[config.mk]
export PLATFORM = sky130hd
export DESIGN_NAME = uart_tx_sched_flat
export DESIGN_NICKNAME = d
export VERILOG_FILES = /design/src/rtl/uart_pkg.sv /design/src/rtl/uart_tx_sched_if.sv /design/src/rtl/uart_tx_serializer.sv /design/src/rtl/uart_tx_sched.sv /design/src/flat_wrapper.sv
export SDC_FILE = /design/constraint.sdc
export NUM_CORES = 1
export LEC_CHECK = 0
export BUFFER_PORTS_ARGS = -buffer_cell sky130_fd_sc_hd__buf_4
export CAP_MARGIN = 20
export CORE_UTILIZATION = 60
export CTS_BUF_LIST = sky130_fd_sc_hd__clkbuf_2 sky130_fd_sc_hd__clkbuf_4 sky130_fd_sc_hd__clkbuf_8
export DETAILED_ROUTE_END_ITERATION = 6
export GPL_ROUTABILITY_DRIVEN = 0
export HOLD_SLACK_MARGIN = 0.03
export PLACE_DENSITY = 0.84
export SETUP_SLACK_MARGIN = 0.15
export SKIP_CTS_REPAIR_TIMING = 1
export SLEW_MARGIN = 5
export SYNTH_ARGS = -nofsm -noshare
export SYNTH_HDL_FRONTEND = slang
export SYNTH_HIERARCHICAL = 1
export SYNTH_SLANG_ARGS = --single-unit
[constraint.sdc]
create_clock -name CLK -period 3.7 [get_ports CLK]
set_input_delay 0.555 -clock CLK [delete_from_list [all_inputs] [get_ports CLK]]
set_output_delay 0.555 -clock CLK [all_outputs]
set_load 0.01 [all_outputs]
[src/rtl/uart_pkg.sv]
// Shared UART definitions: optional-byte request format, frame length and
// the transmit/receive sequencing states.
package uart_pkg;

  localparam int unsigned UART_OPT_BYTE_W = 9;
  localparam int unsigned UART_VALID_BIT  = 8;
  localparam int unsigned UART_FRAME_BITS = 10;

  typedef enum logic [1:0] {
    ST_IDLE  = 2'd0,
    ST_START = 2'd1,
    ST_DATA  = 2'd2,
    ST_STOP  = 2'd3
  } uart_state_t;

endpackage

[src/rtl/uart_tx_sched_if.sv]
// Byte request channels of the UART transmit scheduler: two requesters,
// each offering a {valid, byte} word and receiving a same-cycle ready.
interface uart_tx_sched_if;
  import uart_pkg::*;

  logic [UART_OPT_BYTE_W-1:0] core_wr_opt_byte;
  logic                       core_wr_ready;
  logic [UART_OPT_BYTE_W-1:0] aux_wr_opt_byte;
  logic                       aux_wr_ready;

  // Requester side: offers bytes, observes acceptance.
  modport master (
    output core_wr_opt_byte,
    output aux_wr_opt_byte,
    input  core_wr_ready,
    input  aux_wr_ready
  );

  // Scheduler side: observes offers, drives acceptance.
  modport slave (
    input  core_wr_opt_byte,
    input  aux_wr_opt_byte,
    output core_wr_ready,
    output aux_wr_ready
  );
endinterface

[src/rtl/uart_tx_serializer.sv]
// 8N1 frame sequencer: start bit, eight data bits LSB first, stop bit,
// each held for CLKS_PER_BIT clocks on a registered, idle-high line.
module uart_tx_serializer
  import uart_pkg::*;
#(
  parameter int unsigned CLKS_PER_BIT = 868
) (
  input  logic       CLK,
  input  logic       RST,
  input  logic       load,
  input  logic [7:0] data,
  output logic       busy,
  output logic       line
);

  localparam int unsigned            CNT_W    = $clog2(CLKS_PER_BIT);
  localparam logic [CNT_W-1:0]       LAST_CNT = CNT_W'(CLKS_PER_BIT - 1);

  uart_state_t      r_state;
  logic [CNT_W-1:0] r_cnt;
  logic [2:0]       r_bit;
  logic [7:0]       r_shift;
  logic             r_line;
  logic             w_wrap;

  assign w_wrap = (r_cnt == LAST_CNT);
  assign busy   = (r_state != ST_IDLE);
  assign line   = r_line;

  // Frame sequencing; the line register is loaded with the next bit value
  // on each transition so it lines up with the state it belongs to.
  always_ff @(posedge CLK or posedge RST) begin
    if (RST) begin
      r_state <= ST_IDLE;
      r_cnt   <= '0;
      r_bit   <= '0;
      r_shift <= '0;
      r_line  <= 1'b1;
    end else begin
      case (r_state)
        ST_IDLE: begin
          if (load) begin
            r_shift <= data;
            r_cnt   <= '0;
            r_bit   <= '0;
            r_line  <= 1'b0;
            r_state <= ST_START;
          end
        end
        ST_START: begin
          if (w_wrap) begin
            r_cnt   <= '0;
            r_line  <= r_shift[0];
            r_state <= ST_DATA;
          end else begin
            r_cnt <= r_cnt + 1'b1;
          end
        end
        ST_DATA: begin
          if (w_wrap) begin
            r_cnt <= '0;
            if (r_bit == 3'd7) begin
              r_line  <= 1'b1;
              r_state <= ST_STOP;
            end else begin
              r_bit   <= r_bit + 1'b1;
              r_shift <= {1'b0, r_shift[7:1]};
              r_line  <= r_shift[1];
            end
          end else begin
            r_cnt <= r_cnt + 1'b1;
          end
        end
        ST_STOP: begin
          if (w_wrap) begin
            r_cnt   <= '0;
            r_state <= ST_IDLE;
          end else begin
            r_cnt <= r_cnt + 1'b1;
          end
        end
        default: begin
          r_state <= ST_IDLE;
          r_line  <= 1'b1;
        end
      endcase
    end
  end

endmodule

[src/rtl/uart_tx_sched.sv]
// UART transmit scheduler: round-robin arbitration between the core and an
// auxiliary byte requester, feeding one 8N1 serializer.
module uart_tx_sched
  import uart_pkg::*;
#(
  parameter int unsigned CLKS_PER_BIT = 868
) (
  input  logic               CLK,
  input  logic               RST,
  uart_tx_sched_if.slave     wr,
  output logic               uart_line_out,
  output logic               busy,
  output logic               last_grant
);

  logic       r_last_grant;
  logic       w_core_v;
  logic       w_aux_v;
  logic       w_idle;
  logic       w_core_rdy;
  logic       w_aux_rdy;
  logic       w_load;
  logic [7:0] w_data;
  logic       w_busy;

  assign w_core_v = wr.core_wr_opt_byte[UART_VALID_BIT];
  assign w_aux_v  = wr.aux_wr_opt_byte[UART_VALID_BIT];

  // RST gates readiness directly so no byte is accepted while it is asserted.
  assign w_idle     = !w_busy && !RST;
  assign w_core_rdy = w_idle && w_core_v && (!w_aux_v || r_last_grant);
  assign w_aux_rdy  = w_idle && w_aux_v && (!w_core_v || !r_last_grant);
  assign w_load     = w_core_rdy || w_aux_rdy;
  assign w_data     = w_core_rdy ? wr.core_wr_opt_byte[7:0] : wr.aux_wr_opt_byte[7:0];

  assign wr.core_wr_ready = w_core_rdy;
  assign wr.aux_wr_ready  = w_aux_rdy;
  assign busy             = w_busy;
  assign last_grant       = r_last_grant;

  // Remember who was served last; reset favours the core on the first tie.
  always_ff @(posedge CLK or posedge RST) begin
    if (RST) begin
      r_last_grant <= 1'b1;
    end else if (w_load) begin
      r_last_grant <= w_aux_rdy;
    end
  end

  uart_tx_serializer #(
    .CLKS_PER_BIT(CLKS_PER_BIT)
  ) u_ser (
    .CLK  (CLK),
    .RST  (RST),
    .load (w_load),
    .data (w_data),
    .busy (w_busy),
    .line (uart_line_out)
  );

endmodule

[src/flat_wrapper.sv]
// flat-port wrapper written by rule: the top's interface ports become plain ports
module uart_tx_sched_flat import uart_pkg::*;
#(
  parameter int unsigned CLKS_PER_BIT = 868
)
  (CLK, RST, uart_line_out, busy, last_grant, wr_core_wr_opt_byte, wr_aux_wr_opt_byte, wr_core_wr_ready, wr_aux_wr_ready);
  uart_tx_sched_if wr_i ();
  input  logic CLK;
  input  logic RST;
  output logic uart_line_out;
  output logic busy;
  output logic last_grant;
  input wire logic [$bits(wr_i.core_wr_opt_byte)-1:0] wr_core_wr_opt_byte;
  input wire logic [$bits(wr_i.aux_wr_opt_byte)-1:0] wr_aux_wr_opt_byte;
  output wire logic [$bits(wr_i.core_wr_ready)-1:0] wr_core_wr_ready;
  output wire logic [$bits(wr_i.aux_wr_ready)-1:0] wr_aux_wr_ready;
  assign wr_i.core_wr_opt_byte = wr_core_wr_opt_byte;
  assign wr_i.aux_wr_opt_byte = wr_aux_wr_opt_byte;
  assign wr_core_wr_ready = wr_i.core_wr_ready;
  assign wr_aux_wr_ready = wr_i.aux_wr_ready;
  uart_tx_sched #(.CLKS_PER_BIT(CLKS_PER_BIT)) u_core (.CLK(CLK), .RST(RST), .wr(wr_i), .uart_line_out(uart_line_out), .busy(busy), .last_grant(last_grant));
endmodule
**Word-level counts from Yosys, hierarchy flattened**

Cells that the tools add are included.

- Shift operators: 0
- $add $sub $neg: 2
- Bitwise gates (word level): 0
- Reductions and logical operators: 21
- Div/mod/pow operators: 0
- Equality and inequality tests: 11
- $lt $le $gt $ge: 0
- Multiply operators: 0
- Muxes and demuxes: 23

Operators with widths:

| cell | count |
|---|---|
| $mux 8 | 4 |
| $mux 10 | 2 |
| $pmux 10 s2 | 1 |
| $pmux 8 s2 | 1 |
| $ne 2x2->1 const B | 6 |
| $add 10x1->10 const B | 1 |
| $eq 10x10->1 const B | 1 |
| $mux 2 | 5 |
| $mux 3 | 3 |
| $pmux 2 s4 | 1 |
| $reduce_and 4->1 | 2 |
| $pmux 3 s2 | 1 |
| $logic_and 1x1->1 | 5 |
| $logic_not 1->1 | 5 |
| $reduce_and 5->1 | 1 |
| $eq 2x2->1 const B | 2 |
| $mux 1 | 4 |
| $reduce_bool 2->1 | 2 |
| $add 3x1->3 const B | 1 |
| $eq 3x3->1 const B | 1 |
| $logic_or 1x1->1 | 3 |
| $pmux 1 s3 | 1 |
| $reduce_bool 3->1 | 1 |
| $reduce_or 3->1 | 1 |
| other kinds (2) | 2 |

- ROM bits: 0
- Memories: 0
- Memory bits (writable): 0
- Input bits: 20
- Bits in latches: 0
- Flip-flop bits (word level): 25
- Logic and storage cells: 63
- Output and inout port bits: 5

**Depth between registers and ports, before layout**

- Word-level depth: 8
- Gate-level depth with buffers: 13
- Mapped depth without buffers: 10

**Hierarchy**

The synthesis kept the hierarchy.

Modules (own cells, without submodules):

| module | cells an instance | area an instance (um^2) | times used | sequential area each (um^2) |
|---|---|---|---|---|
| uart_tx_serializer | 136 | 1405.1 | 1 | 601.8 |
| uart_tx_sched | 19 | 205.2 | 1 | 26.3 |

**Worst setup path after synthesis**

Ideal clock, no wire load.

- Path type: reg-to-reg
- Start point: register u_core.u_ser.r_state[0]
- End point: register u_core.u_ser.r_shift[0]
- Buffers on the path: 2
- Arrival: 2.138 ns
- Cell stages (with the launch flop): 13
- Setup slack: 1.433 ns
- Library setup time: 0.129 ns
- Clock period less this slack: 2.267 ns
- Data required time: 3.571 ns
- Cell sequence: dfrtp_1 > inv_1 > ha_1 > buf_2 > inv_1 > nor2_1 > and3_1 > nand2b_1 > nor2b_2 > a21oi_2 > buf_2 > a21oi_1 > a31oi_1

- Longest elaborated chain between the ends: 8
- Elaborated cells on any way between the ends: 18
- Those cells by class: 4 x eq/ne; 3 x mux; 11 x reduce/logical

Ends and longest elaborated chain:

| item | line | source |
|---|---|---|
| start, declared | uart_tx_serializer.sv:19 | `uart_state_t r_state;` |
| start signal, assigned | uart_tx_serializer.sv:34 | `r_state <= ST_IDLE;` |
| start signal, assigned | uart_tx_serializer.sv:47 | `r_state <= ST_START;` |
| start signal, assigned | uart_tx_serializer.sv:54 | `r_state <= ST_DATA;` |
| $reduce_bool 2->1 | uart_tx_serializer.sv:27 | `assign busy = (r_state != ST_IDLE);` |
| net busy | flat_wrapper.sv:11 | `output logic busy;` |
| $logic_not 1->1 | uart_tx_sched.sv:30 | `assign w_idle = !w_busy && !RST;` |
| $logic_and 1x1->1 | uart_tx_sched.sv:30 |  |
| $logic_and 1x1->1 (2 in series) | uart_tx_sched.sv:32 | `assign w_aux_rdy = w_idle && w_aux_v && (!w_core_v \|\| !r_last_grant);` |
| net wr_aux_wr_ready | flat_wrapper.sv:16 | `output wire logic [$bits(wr_i.aux_wr_ready)-1:0] wr_aux_wr_ready;` |
| $logic_or 1x1->1 | uart_tx_sched.sv:33 | `assign w_load = w_core_rdy \|\| w_aux_rdy;` |
| net u_core.w_load | uart_tx_sched.sv:22 | `logic w_load;` |
| $ne 2x2->1 (no source line) | -- |  |
| $reduce_and 4->1 (no source line) | -- |  |
| end signal, assigned | uart_tx_serializer.sv:43 | `r_shift <= data;` |
| end signal, assigned | uart_tx_serializer.sv:67 | `r_shift <= {1'b0, r_shift[7:1]};` |
| end, declared | uart_tx_serializer.sv:22 | `logic [7:0] r_shift;` |

The timed path passes the listed nets, and every way through them passes these cells. The select of a mux whose other input is x is not followed.
A chain may end at the register's enable or synchronous reset.

**Worst setup path after layout**

- Start point: register u_core.u_ser.r_state[0]
- End point: register u_core.u_ser.r_shift[3]

- Longest elaborated chain between the ends: 8
- Elaborated cells on any way between the ends: 18
- Those cells by class: 4 x eq/ne; 3 x mux; 11 x reduce/logical

Ends and longest elaborated chain:

| item | line |
|---|---|
| $reduce_bool 2->1 (*) | uart_tx_serializer.sv:27 |
| $logic_not 1->1 (*) | uart_tx_sched.sv:30 |
| $logic_and 1x1->1 (*) | uart_tx_sched.sv:30 |
| $logic_and 1x1->1, on equally long branches (2 in series) | uart_tx_sched.sv:31, uart_tx_sched.sv:32 |
| $logic_or 1x1->1 (*) | uart_tx_sched.sv:33 |
| net u_core.w_load | uart_tx_sched.sv:22 |
| $ne 2x2->1 (no source line) (*) | -- |
| $reduce_and 4->1 (no source line) (*) | -- |

The timed path passes the listed nets; every way through them passes the cells marked *. The select of a mux whose other input is x is not followed.

==> run summary <==
status = finished clean
final wirelength = 3.24 mm
CP Buf/Inv Count = 3
root buffer cell = clkbuf_4
number of max-cap violations = 0
Core Area = 2500 um^2
final hold violations = 0
Synth top area share = 35.7%
Crit Path Class = flop to flop
CP Capture Type = flop
via count = 1292
synth top area cells = dfrtp_1, ha_1, mux2_4, mux2i_1, dfstp_2
die height = 53.8 um
CP required = 3.90 ns
slowest CP cell = nor2b_2
syn_nets = 184
I/O pins = 25
final setup fails = 0
CP Max Fanout = 15
Place WS = 0.935 ns
CP Cell Sequence = inv_1, ha_1, inv_1, nor2_1, nand3_2, nand2b_1, nor2b_2, a21oi_2, buf_4, a21oi_1, a31oi_1
CP Launch Type = flop
EDFF count, synth = 0
Core Util, Final = 72.4%
FF-to-FF path depth = 11
final setup TNS = 0 ns
register area share after synthesis = 39.0%
Clock Path Buffers = 2
Worst-path clk slew = 0.13 ns
Initial Util = 64.4%
CP max stage delay = 0.50 ns
Overflow after GRT = 0
Tot GR Track Use = 25.3%
worst vdd rail ir drop = 0.000260 V
first-pass GRT wire length = 5.20 mm
fillcell total = 185
Pre-antenna DRT Iters = 4
vias in the first global route = 1157
r2r startpoint = u_core/u_ser/r_state[0]$_DFFE_PP0P_
total die area = 2890 um^2
CTS tree = built
largest net degree at the start of global routing = 25
Tcrit/Tclk final = 75.4%
via/cell ratio = 6.24
total power = 0.000428 W
post-synthesis instance area = 1610 um^2
slew margin rel. = 39.2%
diode count = 0
IO buf count = 24
Layout Nets = 207
Post-Syn Instances = 155
Reg2Reg Setup Slack = 0.91 ns
Syn. warnings = 6
Critical Path Stages = 11
min-delay worst type = input pin to async pin
DP HPWL = 2.46 mm
Iter 0 DRT Violations = 39
Area growth syn-to-layout = 12.4%
CTS Sinks = 25
clk_lat worst skew = 0.32 ns
WL per Instance = 15.7 um
Post-synth ARST share = 100%
CP most frequent cell = inv_1
antenna-violating nets left = 0
Syn Area/Cell = 10.4 um^2
Final min period = 2.79 ns
Reg-to-Reg End = u_core/u_ser/r_shift[3]$_DFFE_PP0P_
Yosys cell types = 44
DIE WIDTH = 53.8 um
Worst Tran Pin Value = 0.912 ns
fin. max-slew vios = 0
Synth area leader = dfrtp_1
top achievable clock speed = 359 MHz
RSZ-0062 raised after global routing = false
FF+latch count, synth = 25
Layout Skew = 0.00284 ns
fin worst setup slack = 0.912 ns
Leak = 0.824 nW
pwr dens = 236 nW/um^2
Main synth FF type = dfrtp_1
# rows = 18
initial antenna violation count = 0
family with the most delay on the worst path = simple AND/OR/NAND/NOR gates
Num CTS Buffers = 3
Max H-tree Level = 1
DRC Markers = 0
critical path arrival = 2.99 ns
layout cells sized above 1 = 30.5%
[cell usage after synthesis, drive strengths merged, types with 2 or more instances]
library cell / n
mux2: 11
dfstp: 2
a22o: 2
o21ai: 6
nor3: 2
or3: 2
dfrtp: 23
nand3: 8
nand4: 2
a21oi: 10
mux2i: 8
ha: 9
buf: 6
inv: 10
nand2: 14
and3: 4
a21o: 4
o311ai: 2
nor2: 3
nand2b: 2
a31oi: 9
[kinds of logic (layout without fill, tap and decap cells)]
kind of cell	Yosys count	after routing	share of synthesized area, %
buf+inv	17	39	5.59
simple gates	45	45	16.9
mux	19	19	14.3
fa+ha+maj	9	9	6.99
flops	25	25	39.0
compound gates	40	40	17.3
[worst max path at each step]
| stage | slack (ns) | end | startpoint |
|---|---|---|---|
| finish | 0.91 | u_core/u_ser/r_shift[3]$_DFFE_PP0P_ | u_core/u_ser/r_state[0]$_DFFE_PP0P_ |
| global route | 0.63 | u_core/u_ser/r_shift[3]$_DFFE_PP0P_ | u_core/u_ser/r_state[0]$_DFFE_PP0P_ |
| CTS | 0.90 | wr_core_wr_ready | u_core/u_ser/r_state[0]$_DFFE_PP0P_ |
| detailed placement | 0.94 | u_core/u_ser/r_shift[2]$_DFFE_PP0P_ | u_core/u_ser/r_state[0]$_DFFE_PP0P_ |
| global placement | 1.09 | u_core/u_ser/r_bit[0]$_DFFE_PP0P_ | u_core/u_ser/r_state[0]$_DFFE_PP0P_ |
| floorplan | 1.43 | u_core/u_ser/r_shift[0]$_DFFE_PP0P_ | u_core/u_ser/r_state[0]$_DFFE_PP0P_ |
[flip-flops by register name, summed over array words and instances (netlist names)]
signal                count
u_core/u_ser/r_cnt       10
u_core/u_ser/r_shift      8
u_core/u_ser/r_bit        3
u_core/u_ser/r_state      2
u_core/last_grant         1
u_core/u_ser/line         1
[through the flow]
stage / hold WS (ns) / cell area [um^2] / instances
6_report: 0.221 / 1810 / 207
5_1_grt: 0.215 / 1810 / 207
4_1_cts: 0.204 / 1810 / 207
3_5_place_dp: 0.491 / 1780 / 203
3_3_place_gp: 0.473 / 1780 / 203
2_1_floorplan: 0.445 / 1610 / 155
[area by class of cell]
class / instances / area [um^2] / share of cell area [%]
Tap cell: 30 / 37.5 / 2.07
Clock buffer: 3 / 22.5 / 1.24
Sequential cell: 25 / 628 / 34.7
Clock inverter: 1 / 5.00 / 0.276
Multi-Input combinational cell: 113 / 892 / 49.3
Inverter: 10 / 37.5 / 2.07
Timing Repair Buffer: 25 / 188 / 10.4
[layer usage]
layer / track usage, % / wire length [um] / up-vias
li1: - / - / 617
met2: 38.9 / 1500 / 44
met3: 5.37 / 180 / 6
met4: 9.65 / 44 / 0
met5: 0 / 0 / -
met1: 34.5 / 1520 / 625
[layout by cell type (no fill, tap or decap), drive strengths merged, types with 3 or more instances in the layout]
cell type,n
buf,25
dfrtp,23
nand2,14
mux2,11
inv,10
a21oi,10
ha,9
a31oi,9
mux2i,8
nand3,8
o21ai,6
and3,4
a21o,4
clkbuf,3
nor2,3
[where the power goes]
part,internal (W),switching (W),leakage [nW]
Clock,0.0000405,0.0000799,0.0177
Combinational,0.0000207,0.0000119,0.511
Sequential,0.000274,0.000000521,0.296
No activity file was read; power rests on OpenSTA's default activity.
